### src/rtl/beat_pkg.sv
// Shared definitions for the onset-detection block: post-processing FSM
// states and the default parameter set.
package beat_pkg;

    typedef enum logic [1:0] {
        ST_IDLE   = 2'd0,
        ST_FLUX   = 2'd1,
        ST_DECIDE = 2'd2
    } state_e;

    localparam int DEF_W          = 16;
    localparam int DEF_FRAME_LOG2 = 8;
    localparam int DEF_HIST_LOG2  = 3;
    localparam int DEF_TH_SHIFT   = 2;
    localparam int DEF_MIN_FLUX   = 16;
    localparam int DEF_REFRACT    = 4;

endpackage

### src/rtl/energy_flux_detector_if.sv
// Sample stream in, flux/beat results out.
// Handshake: sample_in is consumed on every rising clk edge where
// sample_valid is high (no backpressure, the detector always accepts).
// flux_valid is a one-cycle pulse marking a new flux_out. beat_valid can
// only be high in the same cycle as flux_valid. dbg_state mirrors the
// post-processing FSM.
interface energy_flux_detector_if
    import beat_pkg::*;
#(
    parameter int W = DEF_W
);
    logic signed [W-1:0] sample_in;
    logic                sample_valid;
    logic [W-1:0]        flux_out;
    logic                flux_valid;
    logic                beat_valid;
    state_e              dbg_state;

    modport master (
        output sample_in, sample_valid,
        input  flux_out, flux_valid, beat_valid, dbg_state
    );

    modport slave (
        input  sample_in, sample_valid,
        output flux_out, flux_valid, beat_valid, dbg_state
    );
endinterface

### src/rtl/flux_history.sv
// Circular store of the most recent 2^HIST_LOG2 flux values with a running
// sum and a flag that rises once every slot holds a real value.
module flux_history
    import beat_pkg::*;
#(
    parameter int W         = DEF_W,
    parameter int HIST_LOG2 = DEF_HIST_LOG2
) (
    input  logic                   clk,
    input  logic                   reset,
    input  logic                   wr_en,
    input  logic [W-1:0]           din,
    output logic [W+HIST_LOG2-1:0] sum,
    output logic                   full
);
    localparam int DEPTH = 1 << HIST_LOG2;
    localparam int SW    = W + HIST_LOG2;

    logic [W-1:0]         mem [DEPTH];
    logic [HIST_LOG2-1:0] wr_ptr;
    logic [HIST_LOG2:0]   fill;

    // Fill count saturates at DEPTH, so its top bit is the full flag.
    assign full = fill[HIST_LOG2];

    // Overwrite the oldest entry and keep the sum in step with the contents.
    always_ff @(posedge clk or negedge reset) begin
        if (!reset) begin
            for (int i = 0; i < DEPTH; i++) mem[i] <= '0;
            wr_ptr <= '0;
            fill   <= '0;
            sum    <= '0;
        end else if (wr_en) begin
            mem[wr_ptr] <= din;
            wr_ptr      <= wr_ptr + HIST_LOG2'(1);
            if (!full) fill <= fill + (HIST_LOG2 + 1)'(1);
            // Slots not yet written are zero, so this holds while filling.
            sum <= sum - SW'(mem[wr_ptr]) + SW'(din);
        end
    end
endmodule

### src/rtl/energy_flux_detector.sv
// Frame energy accumulator followed by a three-state post-processor that
// turns the rise in frame energy into an onset flux and an adaptive-threshold
// beat decision with a refractory hold-off.
module energy_flux_detector
    import beat_pkg::*;
#(
    parameter int W          = DEF_W,
    parameter int FRAME_LOG2 = DEF_FRAME_LOG2,
    parameter int HIST_LOG2  = DEF_HIST_LOG2,
    parameter int TH_SHIFT   = DEF_TH_SHIFT,
    parameter int MIN_FLUX   = DEF_MIN_FLUX,
    parameter int REFRACT    = DEF_REFRACT
) (
    input logic                    clk,
    input logic                    reset,
    energy_flux_detector_if.slave  bus
);
    localparam int AW = W + FRAME_LOG2;
    localparam int SW = W + HIST_LOG2;
    localparam int RW = (REFRACT < 2) ? 1 : $clog2(REFRACT + 1);

    // A frame must outlast the FLUX/DECIDE sequence so completions never overlap it.
    generate
        if (FRAME_LOG2 < 2) begin : g_frame_too_short
            $error("energy_flux_detector: FRAME_LOG2 must be at least 2");
        end
    endgenerate

    logic [W-1:0]          abs_s;
    logic [AW-1:0]         acc, acc_sum;
    logic [FRAME_LOG2-1:0] cnt;
    logic                  frame_done;
    logic [W-1:0]          energy, e_prev, flux_q, flux_out_q;
    logic                  flux_valid_q, beat_valid_q, beat;
    logic [RW-1:0]         refr;
    logic [SW-1:0]         hist_sum, mean_w, thr_w;
    logic                  hist_full;
    state_e                state_q, state_d;

    // Magnitude as unsigned; the most negative sample maps to 2^(W-1).
    assign abs_s      = bus.sample_in[W-1] ? (W'(~bus.sample_in) + W'(1)) : W'(bus.sample_in);
    assign acc_sum    = acc + AW'(abs_s);
    assign frame_done = bus.sample_valid && (cnt == '1);

    // Accumulate every accepted sample; latch the frame mean on the last one.
    always_ff @(posedge clk or negedge reset) begin
        if (!reset) begin
            acc    <= '0;
            cnt    <= '0;
            energy <= '0;
        end else if (bus.sample_valid) begin
            cnt <= cnt + FRAME_LOG2'(1);
            if (frame_done) begin
                acc    <= '0;
                energy <= acc_sum[AW-1 -: W];
            end else begin
                acc <= acc_sum;
            end
        end
    end

    // Post-processing state register.
    always_ff @(posedge clk or negedge reset) begin
        if (!reset) state_q <= ST_IDLE;
        else        state_q <= state_d;
    end

    // Next state: one cycle each in FLUX and DECIDE after a frame completes.
    always_comb begin
        state_d = state_q;
        case (state_q)
            ST_IDLE:   if (frame_done) state_d = ST_FLUX;
            ST_FLUX:   state_d = ST_DECIDE;
            ST_DECIDE: state_d = ST_IDLE;
            default:   state_d = ST_IDLE;
        endcase
    end

    // Threshold from the history before this frame is added; the wider
    // arithmetic cannot overflow and compares the same as a W+1-bit one.
    always_comb begin
        mean_w = hist_sum >> HIST_LOG2;
        thr_w  = mean_w + (mean_w >> TH_SHIFT);
        beat   = hist_full && (SW'(flux_q) > thr_w) &&
                 (flux_q >= W'(MIN_FLUX)) && (refr == '0);
    end

    // Flux from the energy rise, then publish the result and run the hold-off.
    always_ff @(posedge clk or negedge reset) begin
        if (!reset) begin
            e_prev       <= '0;
            flux_q       <= '0;
            flux_out_q   <= '0;
            flux_valid_q <= 1'b0;
            beat_valid_q <= 1'b0;
            refr         <= '0;
        end else begin
            flux_valid_q <= 1'b0;
            beat_valid_q <= 1'b0;
            if (state_q == ST_FLUX) begin
                flux_q <= (energy > e_prev) ? (energy - e_prev) : '0;
                e_prev <= energy;
            end
            if (state_q == ST_DECIDE) begin
                flux_out_q   <= flux_q;
                flux_valid_q <= 1'b1;
                beat_valid_q <= beat;
                if (beat)              refr <= RW'(REFRACT);
                else if (refr != '0)   refr <= refr - RW'(1);
            end
        end
    end

    flux_history #(
        .W         (W),
        .HIST_LOG2 (HIST_LOG2)
    ) u_history (
        .clk   (clk),
        .reset (reset),
        .wr_en (state_q == ST_DECIDE),
        .din   (flux_q),
        .sum   (hist_sum),
        .full  (hist_full)
    );

    assign bus.flux_out   = flux_out_q;
    assign bus.flux_valid = flux_valid_q;
    assign bus.beat_valid = beat_valid_q;
    assign bus.dbg_state  = state_q;
endmodule

### src/flat_wrapper.sv
// flat-port wrapper written by rule: the top's interface ports become plain ports
module energy_flux_detector_flat import beat_pkg::*;
#(
    parameter int W          = DEF_W,
    parameter int FRAME_LOG2 = DEF_FRAME_LOG2,
    parameter int HIST_LOG2  = DEF_HIST_LOG2,
    parameter int TH_SHIFT   = DEF_TH_SHIFT,
    parameter int MIN_FLUX   = DEF_MIN_FLUX,
    parameter int REFRACT    = DEF_REFRACT
)
  (clk, reset, bus_sample_in, bus_sample_valid, bus_flux_out, bus_flux_valid, bus_beat_valid, bus_dbg_state);
  energy_flux_detector_if #(.W(W)) bus_i ();
  input logic clk;
  input logic reset;
  input wire logic [$bits(bus_i.sample_in)-1:0] bus_sample_in;
  input wire logic [$bits(bus_i.sample_valid)-1:0] bus_sample_valid;
  output wire logic [$bits(bus_i.flux_out)-1:0] bus_flux_out;
  output wire logic [$bits(bus_i.flux_valid)-1:0] bus_flux_valid;
  output wire logic [$bits(bus_i.beat_valid)-1:0] bus_beat_valid;
  output wire logic [$bits(bus_i.dbg_state)-1:0] bus_dbg_state;
  assign bus_i.sample_in = bus_sample_in;
  assign bus_i.sample_valid = bus_sample_valid;
  assign bus_flux_out = bus_i.flux_out;
  assign bus_flux_valid = bus_i.flux_valid;
  assign bus_beat_valid = bus_i.beat_valid;
  assign bus_dbg_state = bus_i.dbg_state;
  energy_flux_detector #(.W(W), .FRAME_LOG2(FRAME_LOG2), .HIST_LOG2(HIST_LOG2), .TH_SHIFT(TH_SHIFT), .MIN_FLUX(MIN_FLUX), .REFRACT(REFRACT)) u_core (.clk(clk), .reset(reset), .bus(bus_i));
endmodule
### config.mk
export PLATFORM = sky130hd
export DESIGN_NAME = energy_flux_detector_flat
export DESIGN_NICKNAME = d
export VERILOG_FILES = /design/src/rtl/beat_pkg.sv /design/src/rtl/energy_flux_detector_if.sv /design/src/rtl/flux_history.sv /design/src/rtl/energy_flux_detector.sv /design/src/flat_wrapper.sv
export SDC_FILE = /design/constraint.sdc
export NUM_CORES = 1
export LEC_CHECK = 0
export CAP_MARGIN = 10
export CORE_UTILIZATION = 63
export DETAILED_ROUTE_END_ITERATION = 6
export PLACE_DENSITY = 0.81
export SYNTH_ARGS = -nofsm -noshare
export SYNTH_HDL_FRONTEND = slang
export SYNTH_SLANG_ARGS = --single-unit
### constraint.sdc
create_clock -name clk -period 5.1 [get_ports clk]
set_input_delay 0.51 -clock clk [delete_from_list [all_inputs] [get_ports clk]]
set_output_delay 0.51 -clock clk [all_outputs]
set_load 0.01 [all_outputs]
### Word-level counts from Yosys, hierarchy flattened

Cells that the tools add are included.

* register bits: 257
* bits of input ports: 19
* output and inout port bits: 20
* logic and storage cells: 72

* $add $sub $neg: 10
* order comparisons: 5
* equality and inequality tests: 4
* mux-type cells: 16
* bitwise gates (word level): 3
* reductions and logical operators: 12

Operators by type and width (count)
* bitwise mux 128 bit: 1
* two-way mux 16 bit: 5
* binary-select mux 16 bit (select 3 bit): 1
* demux 16 bit (select 3 bit): 1
* adder 24 x 16 -> 24 bit: 1
* two-way mux 24 bit: 1
* adder 19 x 16 -> 19 bit: 1
* greater-than comparator 16 x 19 -> 1 bit: 1
* subtractor 19 x 16 -> 19 bit: 1
* adder 16 x 14 -> 17 bit: 1
* adder 16 x 2 -> 16 bit (second input constant): 1
* greater-or-equal comparator 16 x 5 -> 1 bit (second input constant): 1
* greater-than comparator 16 bit: 1
* NOT 16 bit: 1
* subtractor 16 bit: 1
* adder 8 x 1 -> 8 bit (second input constant): 1
* equality test 8 bit (second input constant): 1
* two-way mux 3 bit: 2
* AND reduction 2 bit: 3
* logical AND 1 bit: 5
* adder 4 x 1 -> 4 bit (second input constant): 1
* greater-or-equal comparator 4 bit (second input constant): 1
* < comparator 4 x 1 -> 1 bit (second input constant): 1
* two-way mux 4 bit: 1
* other kinds (14): 15

### Depth between registers and ports, before layout

Gate-level depths: netlist (run 1).

* depth after elaboration: 7
* depth in mapped cells: 18
* mapped depth without buffers: 18

### By module

Synthesis (run 1) repeated with hierarchy kept, for this count alone.

* cells, all modules: 1443
* area total of the unflattened synthesis: 14896.8 sq um

Modules (own cells, without submodules)
* flux_history: instances 1, cells each 677, area an instance 8041.5 sq um, sequential area each 3853.7 sq um
* energy_flux_detector: instances 1, cells each 766, area an instance 6855.3 sq um, sequential area each 2577.5 sq um

### Least setup slack after synthesis (run 1)

Ideal clock, no wire load.

* path type: flip-flop to flip-flop
* start: reg u_core.u_history.wr_ptr[0]
* end: reg u_core.u_history.sum[14]
* arrival: 3943 ps
* required time: 4965 ps
* setup slack: 1022 ps
* cell stages (with the launch flop): 15
* period minus slack after synthesis: 4078 ps
* path through: dfrtp_1 > buf_2 > buf_2 > mux4_2 > mux2_2 > fa_1 > inv_1 > ha_1 > a211oi_1 > nand2_1 > a221o_1 > or2_2 > a211o_1 > xnor2_1 > o21ai_0

* word-level cells in the longest chain between the ends: 6

Ends and longest elaborated chain
* from (decl): RTL line flux_history.sv:20 `logic [HIST_LOG2-1:0] wr_ptr;`
* from (signal assigned): RTL line flux_history.sv:35 `wr_ptr <= wr_ptr + HIST_LOG2'(1);`
* NOT 3 -> 4 bit (implied by the code): RTL line flux_history.sv:38 `sum <= sum - SW'(mem[wr_ptr]) + SW'(din);`
* binary-select mux 16 bit (select 3 bit): RTL line flux_history.sv:38
* two-way mux 16 bit (implied by the code) (2 in series): RTL line flux_history.sv:38
* subtractor 19 x 16 -> 19 bit: RTL line flux_history.sv:38
* adder 19 x 16 -> 19 bit: RTL line flux_history.sv:38
* to (signal assigned): RTL line flux_history.sv:38
* to (decl): RTL line flux_history.sv:13 `output logic [W+HIST_LOG2-1:0] sum,`

Every way passes these cells. The select of a mux whose other input is x is not followed.
A chain may end at the register's enable or synchronous reset.

### Worst setup path in the final report (run 1)

Same ends and word-level chain as after synthesis.

==> results.py, run 1 <==
metrics = {
    "finish": {
        "fill_cells": 1623,
        "multi_input_area_sq_mm": 0.00769,
        "layout-drive-gt1-share": 0.131,
        "syn2layout_area_growth_pct": 10.7,
        "nNetsFinal": 1592,
        "n_antenna_cell": 0,
        "register_area_sq_mm": 0.00643,
    },
    "sta": {
        "rsz0062_at_grt": "no",
        "period_minus_slack_ns": 4.45,
        "tightest_slew_ns": 1.27,
        "fmax_mhz": 225,
        "hold_viol_final": 0,
        "fin_setup_tns_ns": 0,
        "relSlewSlack": 0.151,
        "setup_viol": 0,
        "slew_viol_final": 0,
        "holdWs_ns": 0.131,
        "fin_crit_sh": 0.872,
        "fin_worst_skew_ns": 0.00881,
    },
    "global_route": {
        "antenna_found_initial": 1,
        "grt_util_all_layers": 0.294,
        "grt_max_degree": 146,
        "gr-total-overflow": 0,
        "grt_pass1_wl_mm": 56.0,
        "grt_pass1_vias": 11100,
    },
    "place": {
        "place.gp.congestion": 0.961,
        "post-dp-hpwl_mm": 22.9,
        "port_buffers": 38,
    },
    "clock_tree": {
        "worstSkewPairLatency_ns": 0.54,
        "ctsResizeCount": 0,
        "cts_tree": "built",
        "htree_levels": 1,
        "numCtsBuffers": 27,
        "root_buffer": "clkbuf_16",
        "post_cts_buffers": 0,
        "cts.sinks": 257,
        "clockBufferDepth": 3,
        "ctsHoldBuffers": 0,
        "clk_pin_slew_ns": 0.06,
    },
    "routing": {
        "first_pass_iters": 5,
        "vias_per_cell": 6.10,
        "post_drt_wl_per_cell_microns": 18.7,
        "drt-total-wl_mm": 33.7,
        "drc": 0,
        "dr_total_vias": 11000,
        "first_iter_violations": 805,
        "ant_nets": 0,
    },
    "critical_path": {
        "r2r_start": "u_core.u_history.wr_ptr[0]$_DFFE_PN0P_",
        "crit_path_end_kind": "flip-flop",
        "critPathRequiredTime_ns": 5.54,
        "arrival_ns": 4.89,
        "crit_family": "compound AO/OA/AOI/OAI gates",
        "r2r_cells": 12,
        "path_buf_inv": 2,
        "start_kind": "flip-flop",
        "max_stage_delay_ns": 0.83,
        "crit_path_max_fanout": 20,
        "rr_endpoint": "u_core.u_history.sum[14]$_DFFE_PN0P_",
        "r2r_setup_slack_ns": 0.65,
        "crit_slowest_cell": "dfrtp_2",
        "crit_type": "reg -> reg",
        "path_cells": "buf_4, mux4_2, mux2_2, fa_1, inv_1, ha_1, o211a_1, a221o_1, or2_2, a211o_1, xnor2_1, o21ai_0",
    },
    "pwr": {
        "vdd_drop_max_uv": 291,
        "powerDensity_mw_per_mm2": 315,
        "total_leakage_power_nw": 7.50,
    },
    "die": {
        "die_area_sq_mm": 0.0241,
        "num_rows": 55,
        "die_h_microns": 155,
        "initial_core_util": 0.647,
        "ios": 39,
        "core_sq_mm": 0.0228,
        "die_w_microns": 155,
    },
    "synth": {
        "ys_warn_count": 0,
        "ys_dominant_reg_cell": "dfrtp_1",
        "synth_fp_nets": 1565,
        "synth_cells": 1439,
        "ys_types": 69,
        "synth_area_per_cell_sq_um": 10.3,
        "synth_area_sq_mm": 0.0148,
        "ys_seq_elements": 257,
        "yosysTopAreaCellShare": 0.435,
        "synth-edff-count": 0,
        "synthArstFlopShare": 1.00,
        "ys_seq_area_frac": 0.435,
        "yosys-top-cells-area": "dfrtp_1, ha_1, mux2_2",
        "yosysTopAreaCell": "dfrtp_1",
    },
    "min_path": {
        "hp-class": "in -> async",
    },
    "outcome": {
        "status": "complete, no violations",
    },
    "flow_run": {
        "cap_violations": 0,
    },
}
sequential cells by signal, indices dropped and copies added, names as in the netlist:
| register | cells |
|---|---|
| u_core.acc | 24 |
| u_core.bus.beat_valid | 1 |
| u_core.bus.dbg_state | 2 |
| u_core.bus.flux_out | 16 |
| u_core.bus.flux_valid | 1 |
| u_core.cnt | 8 |
| u_core.e_prev | 16 |
| u_core.energy | 16 |
| u_core.flux_q | 16 |
| u_core.refr | 3 |
| u_core.u_history.fill | 4 |
| u_core.u_history.mem | 128 |
| u_core.u_history.sum | 19 |
| u_core.u_history.wr_ptr | 3 |
cell usage after synthesis, types with 14 or more instances:
cell and number:
fa_1 19, inv_1 119, clkbuf_1 40, dfrtp_1 257
mux2_2 83, a21oi_1 44, xnor2_1 46, o21ai_0 173
nor3_1 14, a21o_1 18, ha_1 88, o22ai_1 26
mux4_2 32, nor2_1 41, xor2_1 31, nand2b_1 14
nand3_1 20, nand2_1 185
layer usage:
metal  GRT usage  wire [microns]  up-vias
li1            -               -     5148
met1       0.389           14400     5412
met2       0.489           16200      317
met3      0.0474            1960       90
met4       0.120            1180        2
met5           0              13        -
area by class of cell:
cell class,instances,area share
clock buffer,41,0.0500
clock inverter,8,0.00344
inverter,121,0.0278
multi-input combinational,1006,0.470
sequential,257,0.393
tap,313,0.0239
timing repair buffer,53,0.0320
worst register-to-register path: cells and delay by family (launching register included):
kind                     cells  cell delay (ns)
buffers and inverters        2             0.37
AO/OA/AOI/OAI                4             1.08
XOR/XNOR                     1             0.12
AND/OR/NAND/NOR              1             0.31
multiplexers                 2             0.79
adder cells (fa/ha/maj)      2             0.85
flip-flops                   1             0.83
cell usage in the layout, fill, tap and decap left out, drive strengths merged, types with 18 or more instances in the layout:
cell type and n:
a21o 18, xnor2 46, nor2 41, fa 19, clkdlybuf4s50 37, nand3 20
mux2 83, mux4 32, o22ai 26, inv 123, xor2 31, nand2 185
ha 88, clkbuf 41, a21oi 47, o21ai 173, dfrtp 257
through the flow:
step           std cells  instance area [sq um]  power, mW  setup WS, ns  utilization
4_1_cts             1799                  16400       5.18         0.666        0.716
2_1_floorplan       1439                  14800       3.04          1.02            -
3_3_place_gp        1750                  15500       3.22         0.737        0.678
3_5_place_dp        1750                  15500       3.25         0.668        0.678
6_report            1799                  16400       5.16         0.655        0.716
5_1_grt             1799                  16400       5.41         0.469        0.716
worst max-delay path by stage:
stage	from	end	cells past startpoint
after floorplan	u_core.u_history.wr_ptr[0]$_DFFE_PN0P_	u_core.u_history.sum[14]$_DFFE_PN0P_	14
after global placement	u_core.u_history.wr_ptr[0]$_DFFE_PN0P_	u_core.u_history.sum[14]$_DFFE_PN0P_	12
after detailed placement	u_core.u_history.wr_ptr[0]$_DFFE_PN0P_	u_core.u_history.sum[14]$_DFFE_PN0P_	12
after CTS	u_core.u_history.wr_ptr[0]$_DFFE_PN0P_	u_core.u_history.sum[14]$_DFFE_PN0P_	12
after global routing	u_core.u_history.wr_ptr[0]$_DFFE_PN0P_	u_core.u_history.sum[14]$_DFFE_PN0P_	12
final	u_core.u_history.wr_ptr[0]$_DFFE_PN0P_	u_core.u_history.sum[14]$_DFFE_PN0P_	12
logic make-up (layout without fill, tap and decap cells):
group | after synthesis | in the layout | share of synthesized area
flops | 257 | 257 | 0.435
compound gates | 360 | 360 | 0.151
fa+ha+maj | 107 | 107 | 0.100
buf+inv | 176 | 223 | 0.0461
mux | 120 | 120 | 0.115
xor+xnor | 77 | 77 | 0.0456
simple gates | 342 | 342 | 0.107
where the power goes:
part / switching [mW] / internal (mW) / leakage, nW
clock network: 0.824 / 1.11 / 0.429
registers: 0.106 / 2.15 / 3.51
logic: 0.542 / 0.424 / 3.56
(Power assumes the default switching activity.)
==> inputs of run 2 (changes only) <==
--- a/config.mk
+++ b/config.mk
@@ -6,9 +6,9 @@
 export NUM_CORES = 1
 export LEC_CHECK = 0
 export CAP_MARGIN = 10
-export CORE_UTILIZATION = 63
+export CORE_UTILIZATION = 41
 export DETAILED_ROUTE_END_ITERATION = 6
-export PLACE_DENSITY = 0.81
+export PLACE_DENSITY = 0.56
 export SYNTH_ARGS = -nofsm -noshare
 export SYNTH_HDL_FRONTEND = slang
 export SYNTH_SLANG_ARGS = --single-unit
==> run 2 against run 1 <==
Effect of this change:
- the flow now finishes with violations (negative hold slack)
- critical endpoint is now u_core.u_history.sum[17]$_DFFE_PN0P_
- sequential share of layout area decreased by 0.86 points
- worst setup slack improved by 0.084 ns
- sequential power about the same
- largest cell class unchanged
==> results.py, run 2 (same netlist as run 1, synthesis figures left out) <==
metrics = {
    "global_route": {
        "grt_max_degree": 111,
        "grt_util_all_layers": 0.204,
        "antenna_found_initial": 0,
        "grt_pass1_vias": 10700,
        "grt_pass1_wl_mm": 58.7,
        "gr-total-overflow": 0,
    },
    "critical_path": {
        "arrival_ns": 4.81,
        "crit_top_cell": "o31ai_1",
        "r2r_start": "u_core.u_history.wr_ptr[0]$_DFFE_PN0P_",
        "max_stage_delay_ns": 0.88,
        "path_cells": "mux4_2, mux2_2, fa_1, inv_1, ha_1, a211oi_1, o21bai_1, a21oi_1, o31ai_1, o211ai_1, nor3b_1, o31ai_1",
        "rr_endpoint": "u_core.u_history.sum[17]$_DFFE_PN0P_",
        "crit_type": "reg -> reg",
        "crit_slowest_cell": "dfrtp_2",
        "r2r_cells": 12,
        "crit_path_end_kind": "flip-flop",
        "crit_path_max_fanout": 20,
        "r2r_setup_slack_ns": 0.74,
        "crit_path_end": "u_core.u_history.sum[17]$_DFFE_PN0P_",
        "critPathRequiredTime_ns": 5.55,
        "startpoint": "u_core.u_history.wr_ptr[0]$_DFFE_PN0P_",
        "start_kind": "flip-flop",
    },
    "finish": {
        "registers.top_by_ff_count": "u_core.u_history.mem",
        "layout-drive-gt1-share": 0.136,
        "fill_cells": 3304,
        "largest_reg_flops": 128,
        "nNetsFinal": 1599,
        "final_common_cell": "dfrtp_1",
        "layout_common_cells": "dfrtp_1, nand2_1, o21ai_0, inv_1, ha_1",
        "n_antenna_cell": 0,
        "reg.largest.list": "u_core.u_history.mem x128, u_core.acc x24, u_core.u_history.sum x19",
        "syn2layout_area_growth_pct": 13.2,
        "utilization": 0.471,
    },
    "routing": {
        "drc": 0,
        "drt-total-wl_mm": 36.0,
        "post_drt_wl_per_cell_microns": 18.4,
        "vias_per_cell": 5.39,
        "dr_total_vias": 10500,
        "first_iter_violations": 469,
        "ant_nets": 0,
        "first_pass_iters": 5,
    },
    "min_path": {
        "hp-class": "in -> async",
    },
    "sta": {
        "fin_crit_sh": 0.855,
        "layout_setup_ws_ns": 0.738,
        "relSlewSlack": 0.400,
        "period_minus_slack_ns": 4.36,
        "fmax_mhz": 229,
        "holdWs_ns": -0.0271,
        "hold_viol_final": 18,
        "fin_setup_tns_ns": 0,
        "tightest_slew_ns": 0.900,
        "rsz0062_at_grt": "no",
        "slew_viol_final": 0,
        "fin_worst_skew_ns": 0.0291,
        "setup_viol": 0,
    },
    "flow_run": {
        "cap_violations": 0,
    },
    "die": {
        "core_sq_mm": 0.0355,
        "die_h_microns": 192,
        "initial_core_util": 0.417,
        "ios": 39,
        "die_area_sq_mm": 0.0368,
        "num_rows": 69,
        "die_w_microns": 192,
    },
    "pwr": {
        "finalPower_mw": 5.46,
        "powerDensity_mw_per_mm2": 326,
        "vdd_drop_max_uv": 349,
        "total_leakage_power_nw": 7.59,
    },
    "clock_tree": {
        "cts.sinks": 257,
        "clk_pin_slew_ns": 0.06,
        "ctsHoldBuffers": 0,
        "ctsResizeCount": 0,
        "worstSkewPairLatency_ns": 0.58,
        "clockBufferDepth": 3,
        "post_cts_buffers": 0,
        "cts_tree": "built",
        "numCtsBuffers": 30,
        "htree_levels": 1,
        "root_buffer": "clkbuf_16",
    },
    "outcome": {
        "violations": "negative hold slack",
        "status": "finished with violations",
    },
    "place": {
        "post-dp-hpwl_mm": 25.4,
        "port_buffers": 38,
        "dp_slack_ns": 0.701,
        "place.gp.congestion": 0.884,
    },
}
-- run 2: worst min-delay path by stage --
stage                                          from                                  to  depth (start not counted)
after floorplan                               reset           u_core.acc[0]$_DFFE_PN0P_                          0
after global placement    u_core.cnt[4]$_DFFE_PN0P_           u_core.cnt[4]$_DFFE_PN0P_                          1
after detailed placement  u_core.cnt[4]$_DFFE_PN0P_           u_core.cnt[4]$_DFFE_PN0P_                          1
after CTS                                     reset  u_core.bus.flux_out[0]$_DFFE_PN0P_                          1
after global routing                          reset  u_core.bus.flux_out[0]$_DFFE_PN0P_                          1
final                                         reset  u_core.bus.flux_out[0]$_DFFE_PN0P_                          1
-- run 2: per-layer routing --
layer  vias to the layer above  GRT usage  wire length (microns)
met3                        55     0.0331                   1310
met2                       163      0.344                  17100
met1                      5175      0.274                  16700
li1                       5150          -                      -
met4                         0     0.0495                    847
met5                         -          0                      0
-- run 2: final cells by class --
cell class | instances | area [sq um] | share of cell area
Sequential cell | 257 | 6430 | 0.385
Tap cell | 461 | 577 | 0.0345
Inverter | 121 | 454 | 0.0272
Clock buffer | 44 | 895 | 0.0535
Multi-Input combinational cell | 1006 | 7680 | 0.459
Clock inverter | 11 | 141 | 0.00845
Timing Repair Buffer | 57 | 553 | 0.0331
-- run 2: power breakdown --
group	internal, mW	total [mW]	switching (mW)
Sequential	2.15	2.26	0.104
Clock	1.36	2.24	0.874
Combinational	0.425	0.968	0.543
-- run 2: critical path: cells and delay by family, from the launching register on --
| kind | cells | cell delay [ns] |
|---|---|---|
| buffers and inverters | 1 | 0.06 |
| AO/OA/AOI/OAI | 6 | 1.38 |
| AND/OR/NAND/NOR | 1 | 0.21 |
| multiplexers | 2 | 0.87 |
| flip-flops | 1 | 0.88 |
| adder cells (fa/ha/maj) | 2 | 0.84 |
-- run 2: metrics by stage --
stage / cell area [sq um] / std cells
floorplan: 14800 / 1439
global placement: 15700 / 1902
detailed placement: 15700 / 1902
CTS: 16700 / 1957
global route: 16700 / 1957
finish: 16700 / 1957
==> inputs of run 3 (changes only) <==
--- a/config.mk
+++ b/config.mk
@@ -9,6 +9,7 @@
 export CORE_UTILIZATION = 41
 export DETAILED_ROUTE_END_ITERATION = 6
 export PLACE_DENSITY = 0.56
+export SLEW_MARGIN = 0
 export SYNTH_ARGS = -nofsm -noshare
 export SYNTH_HDL_FRONTEND = slang
 export SYNTH_SLANG_ARGS = --single-unit
==> results of run 3 <==
The final DEF is identical to that of run 2; final timing and power are the same.
